`src/rtl/shift_pkg.sv`:
```
`default_nettype none
// ============================================================================
//  Package    : shift_pkg
//  Purpose    : Constants and helpers shared by the serializing transmitter
//               and the serial word receiver (direction names, counter
//               width helper).
//  Ports      : none (package)
//  Revision   : 1.0  initial release
// ============================================================================
package shift_pkg;

  localparam string DIR_LEFT  = "LEFT";
  localparam string DIR_RIGHT = "RIGHT";

  // ceil(log2(value)), but never less than one bit so a W=1 counter still
  // has a legal vector width.
  function automatic int clog2_min1(input int value);
    int r;
    r = 0;
    while ((1 << r) < value) begin
      r = r + 1;
    end
    return (r < 1) ? 1 : r;
  endfunction

endpackage : shift_pkg
`default_nettype wire

```
`src/rtl/sipo_shift_stage.sv`:
```
`default_nettype none
// ============================================================================
//  Module     : sipo_shift_stage
//  Purpose    : Serial-in shift register plus bit counter. Reports the
//               assembled word (including the bit sampled this edge) and a
//               done strobe on the edge that completes a word.
//  Ports      : clock, aclr_n, sclr      - clock / async clear / sync clear
//               shift_en_i               - sample shiftin_i this edge
//               restart_i                - this bit is bit 0 of a new word
//               shiftin_i                - serial data bit
//               word_o                   - word as it will be after this edge
//               done_o                   - this edge completes a word
//  Revision   : 1.0  initial release
// ============================================================================
module sipo_shift_stage
  import shift_pkg::*;
#(
  parameter int    SHIFT_WIDTH     = 8,
  parameter string SHIFT_DIRECTION = "LEFT"
) (
  input  logic                   clock,
  input  logic                   aclr_n,
  input  logic                   sclr,
  input  logic                   shift_en_i,
  input  logic                   restart_i,
  input  logic                   shiftin_i,
  output logic [SHIFT_WIDTH-1:0] word_o,
  output logic                   done_o
);

  localparam int CNT_W = clog2_min1(SHIFT_WIDTH);

  logic [SHIFT_WIDTH-1:0] sh_q, sh_d, shifted;
  logic [CNT_W-1:0]       cnt_q, cnt_d;
  logic                   done;

  generate
    if (SHIFT_WIDTH == 1) begin : g_w1
      assign shifted = shiftin_i;
    end else if (SHIFT_DIRECTION == DIR_RIGHT) begin : g_right
      assign shifted = {shiftin_i, sh_q[SHIFT_WIDTH-1:1]};
    end else begin : g_left
      assign shifted = {sh_q[SHIFT_WIDTH-2:0], shiftin_i};
    end
  endgenerate

  always_comb begin
    sh_d  = sh_q;
    cnt_d = cnt_q;
    done  = 1'b0;
    if (shift_en_i) begin
      sh_d = shifted;
      if (restart_i) begin
        // Resync: stale partial bits are shifted out by the time the new
        // word completes, so only the counter needs forcing.
        if (SHIFT_WIDTH == 1) begin
          done  = 1'b1;
          cnt_d = '0;
        end else begin
          cnt_d = CNT_W'(1);
        end
      end else if (cnt_q == CNT_W'(SHIFT_WIDTH - 1)) begin
        done  = 1'b1;
        cnt_d = '0;
      end else begin
        cnt_d = cnt_q + CNT_W'(1);
      end
    end
  end

  always_ff @(posedge clock or negedge aclr_n) begin
    if (!aclr_n) begin
      sh_q  <= '0;
      cnt_q <= '0;
    end else if (sclr) begin
      sh_q  <= '0;
      cnt_q <= '0;
    end else begin
      sh_q  <= sh_d;
      cnt_q <= cnt_d;
    end
  end

  assign word_o = shifted;
  assign done_o = done;

endmodule : sipo_shift_stage
`default_nettype wire

```
`src/rtl/serial_word_receiver.sv`:
```
`default_nettype none
// ============================================================================
//  Module     : serial_word_receiver
//  Purpose    : Serial-in/parallel-out receiver with frame arming, a
//               valid/ready output register and sticky overrun detection.
//  Ports      : clock, aclr_n, sclr      - clock / async clear / sync clear
//               enable                   - bit strobe
//               shiftin, frame_start     - serial data and word marker
//               data_ready               - consumer accept
//               data_out, data_valid     - completed word and its valid
//               overrun                  - sticky dropped-word flag
//  Revision   : 1.0  initial release
// ============================================================================
module serial_word_receiver
  import shift_pkg::*;
#(
  parameter int    SHIFT_WIDTH     = 8,
  parameter string SHIFT_DIRECTION = "LEFT"
) (
  input  logic                   clock,
  input  logic                   aclr_n,
  input  logic                   sclr,
  input  logic                   enable,
  input  logic                   shiftin,
  input  logic                   frame_start,
  input  logic                   data_ready,
  output logic [SHIFT_WIDTH-1:0] data_out,
  output logic                   data_valid,
  output logic                   overrun
);

  logic                   armed_q, armed_d;
  logic [SHIFT_WIDTH-1:0] data_q, data_d;
  logic                   valid_q, valid_d;
  logic                   ovr_q, ovr_d;
  logic                   shift_en, restart, done;
  logic [SHIFT_WIDTH-1:0] word;

  assign restart  = enable & frame_start;
  assign shift_en = enable & (armed_q | frame_start);

  sipo_shift_stage #(
    .SHIFT_WIDTH     (SHIFT_WIDTH),
    .SHIFT_DIRECTION (SHIFT_DIRECTION)
  ) u_stage (
    .clock      (clock),
    .aclr_n     (aclr_n),
    .sclr       (sclr),
    .shift_en_i (shift_en),
    .restart_i  (restart),
    .shiftin_i  (shiftin),
    .word_o     (word),
    .done_o     (done)
  );

  always_comb begin
    armed_d = armed_q | restart;
    data_d  = data_q;
    valid_d = valid_q;
    ovr_d   = ovr_q;
    if (!valid_q) begin
      if (done) begin
        data_d  = word;
        valid_d = 1'b1;
      end
    end else if (data_ready) begin
      // Accept and refill in the same edge keeps valid high.
      if (done) begin
        data_d = word;
      end else begin
        valid_d = 1'b0;
      end
    end else if (done) begin
      ovr_d = 1'b1;
    end
  end

  always_ff @(posedge clock or negedge aclr_n) begin
    if (!aclr_n) begin
      armed_q <= 1'b0;
      data_q  <= '0;
      valid_q <= 1'b0;
      ovr_q   <= 1'b0;
    end else if (sclr) begin
      armed_q <= 1'b0;
      data_q  <= '0;
      valid_q <= 1'b0;
      ovr_q   <= 1'b0;
    end else begin
      armed_q <= armed_d;
      data_q  <= data_d;
      valid_q <= valid_d;
      ovr_q   <= ovr_d;
    end
  end

  assign data_out   = data_q;
  assign data_valid = valid_q;
  assign overrun    = ovr_q;

endmodule : serial_word_receiver
`default_nettype wire

```
`config.mk`:
```
export PLATFORM = sky130hd
export DESIGN_NAME = serial_word_receiver
export DESIGN_NICKNAME = d
export VERILOG_FILES = /design/src/rtl/shift_pkg.sv /design/src/rtl/sipo_shift_stage.sv /design/src/rtl/serial_word_receiver.sv
export SDC_FILE = /design/constraint.sdc
export NUM_CORES = 1
export LEC_CHECK = 0
export CAP_MARGIN = 10
export CORE_MARGIN = 1
export CORE_UTILIZATION = 55
export DETAILED_ROUTE_END_ITERATION = 7
export GPL_TIMING_DRIVEN = 0
export PLACE_DENSITY = 0.85
export SYNTH_ARGS = -nofsm -noshare
export SYNTH_HDL_FRONTEND = slang
export SYNTH_SLANG_ARGS = --single-unit
export TNS_END_PERCENT = 10
```
`constraint.sdc`:
```
create_clock -name clock -period 3.1 [get_ports clock]
set_input_delay 0.465 -clock clock [delete_from_list [all_inputs] [get_ports clock]]
set_output_delay 0.465 -clock clock [all_outputs]
set_load 0.02 [all_outputs]
```
---- Yosys cells after proc, flatten, opt, wreduce, memory -nomap -nowiden ----
Index checks and enable logic that the tools add are counted.
operators by class
  $add $sub $neg .......................... 1
  equality and inequality tests ........... 3
  bitwise gates (word level) .............. 4
  reduce and logical (&&, ||, !) cells .... 4
  muxes and demuxes ....................... 22
operators by type and width
  cell                                           number
  2-to-1 mux 8 bit                               4
  2-to-1 mux 7 bit                               2
  2-to-1 mux 1 bit                               12
  2-to-1 mux 3 bit                               4
  nonzero test 2 bit                             3
  adder 3 x 1 -> 3 bit (second input constant)   1
  == test 3 bit (second input constant)          1
  inequality test 3 bit (second input constant)  1
  AND reduction 3 bit                            1
  bitwise AND 1 bit                              2
  inequality test 2 bit (second input constant)  1
  bitwise OR 1 bit                               2
storage, ports and cells
  register bits ........................... 21
  output and inout bits ................... 10
  logic and storage cells ................. 40
  input port bits ......................... 7

---- Longest topological paths before layout ----
Gate-level depths: netlist of the first run.
  word-level depth ........................ 8
  gate-level depth with buffers ........... 6
  gate-level depth less buffers ........... 5

---- Cells and area by module ----
From an unflattened synthesis of the first run, not the netlist that was laid out.
unflattened totals
  cell total of the unflattened synthesis .. 85
  area, all modules ....................... 1007.2 µm²
by module, submodules not included
  module                area each (µm²)  instances  sequential area each (µm²)  cells an instance
  serial_word_receiver  543.0            1          275.3                       48
  sipo_shift_stage      464.2            1          250.2                       37

---- Worst setup path before layout of the first run ----
Ideal clock, no wire load.
  kind .................................... reg2reg
  start point ............................. register u_stage.cnt_q[0]
  end point ............................... register data_q[0] (netlist: data_out[0])
  stages on the path, launching flop included .. 7
  arrival ................................. 1.234 ns
  buffers on the path ..................... 1
  path slack .............................. 1.786 ns
  cell sequence ........................... dfrtp_1 > ha_1 > ha_1 > nand4b_4 > nor2b_2 > buf_6 > mux2i_1
on the way
  word-level cells in the longest chain between the ends .. 8
RTL lines
  item                             RTL line                    text
  start: declaration               sipo_shift_stage.sv:34      logic [CNT_W-1:0] cnt_q, cnt_d;
  start signal: assignment         sipo_shift_stage.sv:80      cnt_q <= cnt_d;
  == test 3 bit *                  sipo_shift_stage.sv:62      end else if (cnt_q == CNT_W'(SHIFT_WIDTH - 1)) begin
  2-to-1 mux 1 bit *               sipo_shift_stage.sv:62
  2-to-1 mux 1 bit *               sipo_shift_stage.sv:53      if (restart_i) begin
  2-to-1 mux 1 bit *               sipo_shift_stage.sv:51      if (shift_en_i) begin
  2-to-1 mux 8 bit *               n/a
  2-to-1 mux 8 bit                 n/a
  2-to-1 mux 8 bit * (2 in a row)  n/a
  end signal: assignment           serial_word_receiver.sv:91  data_q <= data_d;
  end: declaration                 serial_word_receiver.sv:33  logic [SHIFT_WIDTH-1:0] data_q, data_d;
Every way passes the cells marked *; elsewhere a longest branch is shown, timed or not. The select of a mux whose other input is x is not followed.
A chain may end at the register's enable or synchronous reset.

---- Final worst setup path of the first run ----
  start point ............................. register data_q[4] (netlist: data_out[4])
  end point ............................... output data_out[4]
RTL lines
  item              RTL line                    text
  end: declaration  serial_word_receiver.sv:27  output logic [SHIFT_WIDTH-1:0] data_out,
No word-level cell between the ends.

==> reports/results.tsv, run 1 <==
stage	metric	value	unit
setup_path	crit path from	data_out[4]$_DFFE_PN0P_	
timing	crit share post-route	56.64	%
cts	Clock Pin Slew Worst Setup and Hold Paths	0.11	ns
cells_and_area	share of layout cells above drive strength 1	10.09	%
cts	clk sink count	21	
logic_synthesis	Synth top area share	50.60	%
power	Switch Pwr	108.1	uW
floorplanning	io pins	17	
global_routing	initial antenna violation count	0	
setup_path	critical path class	register to output pin	
setup_path	crit path cell chain	clkdlybuf4s50_1	
cts	clock buffer depth	2	
detailed_routing	drt total wl	1.673	mm
hold_path	Hold Crit Start	enable	
logic_synthesis	post-synth top area cell	dfrtp_1	
power	Design Power	460.6	uW
global_routing	first-pass GRT wire length	2.980	mm
timing	unrepaired setup endpoints after global routing	false	
logic_synthesis	FFs w/ async S/R, synth	100.0	%
global_routing	largest net degree at the start of global routing	22	
timing	FMAX	0.5695	GHz
setup_path	Required @ worst endpoint	2.63	ns
power	internal power	352.5	uW
cts	Post-CTS Hold Fix Bufs	0	
floorplanning	Starting Density	59.50	%
floorplanning	die span in y	45.46	um
logic_synthesis	Yosys cell types	22	
place	Place WS	1.226	ns
timing	Fin Clk Skew	0.001966	ns
cells_and_area	Final Util	71.40	%
floorplanning	DIE WIDTH	45.46	um
power	leakage	0.5661	nW
floorplanning	Core Rows	15	
logic_synthesis	mapped cell area	0.001038	mm2
cts	number of setup buffers added after CTS	0	
place	Placed Cells incl. Taps	130	
detailed_routing	First-pass DRT Iterations	4	
timing	Setup-failing EPs final	0	
timing	Slew HR	39.31	%
power	Sequential Power Share	61.6	%
setup_path	Buf/Inv on CP	1	
detailed_routing	Vias/cell	5.015	
cts	post-CTS sizing	0	
cts	later-pin clock latency in the skew report	0.30	ns
cts	H-tree depth	1	
timing	Final Slew Violations	0	
global_routing	GR Overflow Total	0	
power	combinational share of power	10.4	%
logic_synthesis	register area share after synthesis	50.60	%
place	gpl congestion	0.7339	
cts	CTS Buf Count	3	
timing	worst setup slack after layout	1.344	ns
setup_path	CP Max Fanout	2	
global_routing	GRT Total Usage	20.59	%
power	Power Dens Cells	369.6	mW/mm2
setup_path	worst path arrival time	1.29	ns
setup_path	crit path launch type	register	
place	dpl hpwl	1.240	mm
timing	worst-margin pin slew	0.9076	ns
detailed_routing	vias	672	
place	count of input and output buffers	15	
timing	post-layout min period	1.756	ns
logic_synthesis	Ys Warns	0	
detailed_routing	DR WL/cell	12.49	um
power	switching fraction of total power	23.47	%
detailed_routing	DRC Markers	0	
logic_synthesis	Synth area leaders	dfrtp_1, mux2i_1, nand2b_1, inv_1, ha_1	
logic_synthesis	Most used DFF post-synth	dfrtp_1	
logic_synthesis	Synth Instances	90	
cells_and_area	Area growth, synth to finish	20.00	%
global_routing	vias in the first global route	684	
logic_synthesis	synth cell count leaders	dfrtp_1, nand2b_1, mux2i_1	
logic_synthesis	EDFF count, synth	0	
logic_synthesis	Yosys reg bits	21	
floorplanning	DIE AREA	0.002066	mm2
cells_and_area	Non-Filler Instances	134	
power	worst vdd ir	0.0002091	V
logic_synthesis	syn_area_per_cell	11.54	um2
timing	final setup TNS	0	ns
timing	Final Hold Viols	0	
setup_path	CP max stage cell	clkdlybuf4s50_1	
logic_synthesis	Synth Net Count	99	
logic_synthesis	count leader, synth	dfrtp_1	
setup_path	RR Startpoint	u_stage.cnt_q[0]$_DFFE_PN0P_	
hold_path	Hold Path Class	input port to register	
power	Clock Power Share	28.0	%
cts	CTS Root Cell	clkbuf_4	
flow_run	Max-Cap Viols	0	
detailed_routing	First DRT Iteration DRCs	7	
cells_and_area	nets	119	
cts	CTS tree	built	
setup_path	Worst Setup End Kind	output pin	
setup_path	largest stage delay on the critical path	0.61	ns
floorplanning	CORE AREA	0.001745	mm2
setup_path	Crit path max-delay family	buffers and inverters	
detailed_routing	Detail Route Antenna Nets	0	
cells_and_area	ANT cells	0	
outcome	outcome	completed	
==> layout make-up <==
class / count / area (um2)
Multi-Input combinational cell: 57 / 447.9
Sequential cell: 21 / 525.5
Tap cell: 25 / 31.28
Clock buffer: 4 / 26.28
Buffer: 5 / 38.79
Timing Repair Buffer: 15 / 150.1
Fill cell: 136 / 499.2
Inverter: 7 / 26.28
==> sequential cells by signal, indices dropped and copies added, names as in the netlist <==
signal	flops
armed_q	1
data_out	8
data_valid	1
overrun	1
u_stage.cnt_q	3
u_stage.sh_q	7
==> cells by family (layout without fill, tap and decap cells) <==
kind of cell             after synthesis  count (layout)  share of synthesized area, %
AND/OR/NAND/NOR                       30              30                         20.00
flip-flops                            21              21                         50.60
multiplexers                          15              15                         14.46
buffers and inverters                 12              31                         6.265
AO/OA/AOI/OAI                         10              10                         6.264
adder cells (fa/ha/maj)                2               2                         2.409
==> worst paths after layout <==
kind	slack, ns	end	depth (start not counted)
min in group asynchronous	0.66	data_out[6]$_DFFE_PN0P_	1
max in group asynchronous	1.89	armed_q$_DFF_PN0_	1
setup / recovery	1.34	data_out[4]	1
setup reg to reg	1.60	data_out[6]$_DFFE_PN0P_	6
hold / removal	0.49	armed_q$_DFF_PN0_	3
hold reg to reg	0.51	overrun$_DFFE_PN0P_	1
==> cell usage in the layout (no fill, tap or decap), types with 2 or more instances in the layout <==
master and n:
o31ai_1 2, inv_1 7, clkbuf_1 2, nand2b_1 17, dfrtp_1 21, and2b_1 2, clkbuf_4 3, a21oi_1 3
nand2_1 4, clkdlybuf4s50_1 15, ha_1 2, buf_6 2, nor2_1 3, a31oi_1 2, mux2i_1 15
==> metrics by stage <==
stage / hold WS (ns) / area, um2
finish: 0.4912 / 1246
global route: 0.5095 / 1246
CTS: 0.4886 / 1246
detailed placement: 0.4922 / 1220
global placement: 0.4883 / 1220
floorplan: 0.1694 / 1039
==> power by group through the flow <==
stage          Combinational (mW)  Sequential (mW)  Clock [mW]
6_report                   0.0478            0.284       0.129
2_1_floorplan              0.0298            0.288           0
4_1_cts                    0.0491            0.284       0.134
5_1_grt                    0.0536            0.285       0.144
3_5_place_dp               0.0489            0.289           0
3_3_place_gp               0.0475            0.289           0
==> layer usage <==
layer	track usage, %	up-vias	part of all wire [%]
li1	-	336	-
met1	25.26	318	45
met5	0	-	0
met3	3.571	4	2.9
met4	7.273	0	1.3
met2	36.00	14	51
Power figures use the tool's default switching activity.
==> run 2, diff against run 1 <==
--- a/config.mk
+++ b/config.mk
@@ -7,10 +7,10 @@
 export LEC_CHECK = 0
 export CAP_MARGIN = 10
 export CORE_MARGIN = 1
-export CORE_UTILIZATION = 55
+export CORE_UTILIZATION = 51
 export DETAILED_ROUTE_END_ITERATION = 7
 export GPL_TIMING_DRIVEN = 0
-export PLACE_DENSITY = 0.85
+export PLACE_DENSITY = 0.8
 export SYNTH_ARGS = -nofsm -noshare
 export SYNTH_HDL_FRONTEND = slang
 export SYNTH_SLANG_ARGS = --single-unit
==> constraint.sdc (replaced) <==
create_clock -name clock -period 1.65 [get_ports clock]
set_input_delay 0.2475 -clock clock [delete_from_list [all_inputs] [get_ports clock]]
set_output_delay 0.2475 -clock clock [all_outputs]
set_load 0.02 [all_outputs]
==> run 2 against run 1 <==
Net effect:
- clock power rose by 91%
- sequential share of layout area stayed put
- design area unchanged
- register-to-register slack lost 1.4 ns
- critical path depth unchanged
- utilization decreased by 2.9 points
- wire length rose by 0.24%
- via count fell by 0.15%
- flip-flop and latch count unchanged
- worst hold slack got worse by 0.23 ns
- largest cell class unchanged
==> reports/results.tsv, run 2 (same netlist as run 1, synthesis figures left out) <==
stage	metric	value	unit	change
place	count of input and output buffers	15		unchanged
cts	post-CTS sizing	0		unchanged
floorplanning	DIE WIDTH	47.13	um	+3.7%
cts	clk sink count	21		unchanged
power	Power Dens Cells	697.3	mW/mm2	+89%
power	internal power	662.2	uW	+88%
setup_path	Worst Setup End Kind	output pin		
power	Design Power	869.0	uW	+89%
setup_path	worst path arrival time	1.29	ns	about the same
power	switching fraction of total power	23.80	%	+0.33 points
flow_run	Max-Cap Viols	0		unchanged
timing	worst setup slack after layout	0.1117	ns	-1.232 ns
detailed_routing	First DRT Iteration DRCs	11		+4
timing	Setup-failing EPs final	0		unchanged
place	dpl hpwl	1.218	mm	-1.8%
power	worst vdd ir	0.0003998	V	+91%
timing	crit share post-route	93.23	%	
setup_path	CP Max Fanout	2		unchanged
setup_path	critical path class	register to output pin		
floorplanning	DIE AREA	0.002221	mm2	+7.5%
outcome	outcome	completed		
setup_path	RR Startpoint	u_stage.cnt_q[0]$_DFFE_PN0P_		
cells_and_area	FILL cells	160		+18%
power	combinational share of power	10.4	%	about the same
power	leakage	0.5661	nW	unchanged
hold_path	Hold Path Class	input port to register		
floorplanning	Core Rows	15		unchanged
power	Clock Power Share	28.4	%	+0.4 points
place	gpl congestion	0.7773		+5.9%
detailed_routing	Detail Route Antenna Nets	0		unchanged
cts	CTS Root Cell	clkbuf_4		
floorplanning	die span in y	47.13	um	+3.7%
setup_path	crit path cell chain	clkdlybuf4s50_1		
place	Place WS	-0.02207	ns	-1.248 ns
setup_path	R2R Setup Slk	0.17	ns	-1.43 ns
cts	clock buffer depth	2		unchanged
timing	FMAX	0.6501	GHz	
cells_and_area	Largest register FFs	8		unchanged
place	Placed Cells incl. Taps	130		unchanged
setup_path	Crit path max-delay family	buffers and inverters		
power	Sequential Power Share	61.2	%	-0.4 points
timing	Final Hold Viols	0		unchanged
hold_path	Hold Crit Start	enable		
detailed_routing	DR WL/cell	12.51	um	+0.24%
cells_and_area	Area growth, synth to finish	20.00	%	unchanged
cts	CTS Buf Count	3		unchanged
setup_path	largest stage delay on the critical path	0.61	ns	about the same
global_routing	GRT Total Usage	19.33	%	-1.3 points
detailed_routing	DRC Markers	0		unchanged
setup_path	Reg2Reg Depth	6		unchanged
timing	post-layout min period	1.538	ns	
floorplanning	Starting Density	57.04	%	-2.5 points
place	Post-DP Area	0.001220	mm2	unchanged
cts	later-pin clock latency in the skew report	0.29	ns	about the same
timing	final setup TNS	0	ns	unchanged
timing	hold_ws	0.2623	ns	-0.2289 ns
setup_path	Reg-to-Reg End	data_out[2]$_DFFE_PN0P_		
timing	Slew HR	39.29	%	about the same
cells_and_area	final instance area	0.001246	mm2	unchanged
cells_and_area	Final Util	68.45	%	-2.9 points
detailed_routing	drt total wl	1.677	mm	+0.24%
timing	worst-margin pin slew	0.9078	ns	+0.0002009 ns
hold_path	worst hold endpoint	u_stage.cnt_q[0]$_DFFE_PN0P_		
timing	unrepaired setup endpoints after global routing	false		
cells_and_area	most common cell after layout, fill and taps aside	dfrtp_1		
floorplanning	CORE AREA	0.001821	mm2	+4.3%
detailed_routing	Vias/cell	5.007		-0.15%
floorplanning	io pins	17		unchanged
cts	H-tree depth	1		unchanged
setup_path	crit path launch type	register		
global_routing	initial antenna violation count	0		unchanged
cts	Clock Pin Slew Worst Setup and Hold Paths	0.12	ns	about the same
cts	CTS tree	built		
timing	Fin Clk Skew	0.0006099	ns	-0.001357 ns
global_routing	GR Overflow Total	0		unchanged
global_routing	first-pass GRT wire length	2.911	mm	-2.3%
global_routing	largest net degree at the start of global routing	22		unchanged
setup_path	Buf/Inv on CP	1		unchanged
cts	Post-CTS Hold Fix Bufs	0		unchanged
setup_path	CP max stage cell	clkdlybuf4s50_1		
cts	number of setup buffers added after CTS	0		unchanged
cells_and_area	nets	119		unchanged
cells_and_area	share of layout cells above drive strength 1	10.09	%	unchanged
power	Switch Pwr	206.8	uW	+91%
timing	Final Slew Violations	0		unchanged
cells_and_area	most frequent cells in the layout	dfrtp_1, nand2b_1, mux2i_1, clkdlybuf4s50_1, inv_1		
detailed_routing	First-pass DRT Iterations	4		unchanged
cells_and_area	Non-Filler Instances	134		unchanged
detailed_routing	vias	671		-0.15%
setup_path	Required @ worst endpoint	1.40	ns	-1.23 ns
hold_path	WHS Path Cells	3		unchanged
cells_and_area	ANT cells	0		unchanged
global_routing	vias in the first global route	666		-2.6%
run 2: cell counts in the layout (fill, tap and decap cells not counted):
No cell type changed its count.
run 2: power groups by stage:
stage               sequential [mW]  combinational [mW]  clock (mW)
floorplan                     0.541              0.0560           0
global placement              0.542              0.0898           0
finish                        0.532              0.0901       0.247
CTS                           0.532              0.0921       0.250
detailed placement            0.542              0.0920           0
global route                  0.534               0.101       0.272
run 2: final cells by class:
type / count / area [um2] / area share, %
plain buffers: 5 / 38.79 / 3.112
clock buffers: 4 / 26.28 / 2.108
inverters: 7 / 26.28 / 2.108
multi-input cells: 57 / 447.9 / 35.94
flip-flops and latches: 21 / 525.5 / 42.17
well taps: 25 / 31.28 / 2.510
repair buffers: 15 / 150.1 / 12.05
run 2: layer usage:
layer	up-vias	part of all wire (%)	wire, um	global-route usage (%)
met2	14	48	807	33.89
met3	2	4.4	73	3.462
met5	-	0	0	0
met4	0	1.3	22	10.29
li1	338	-	-	-
met1	317	46	774	22.33
run 2: how the worst max path moves through the flow:
stage / depth (start not counted) / to / from
2_1_floorplan: 6 / data_out[0]$_DFFE_PN0P_ / u_stage.cnt_q[0]$_DFFE_PN0P_
3_3_place_gp: 4 / data_out[4]$_DFFE_PN0P_ / sclr
3_5_place_dp: 4 / u_stage.sh_q[5]$_DFFE_PN0P_ / sclr
4_1_cts: 1 / data_out[4] / data_out[4]$_DFFE_PN0P_
5_1_grt: 1 / data_out[6] / data_out[6]$_DFFE_PN0P_
6_report: 1 / data_out[4] / data_out[4]$_DFFE_PN0P_
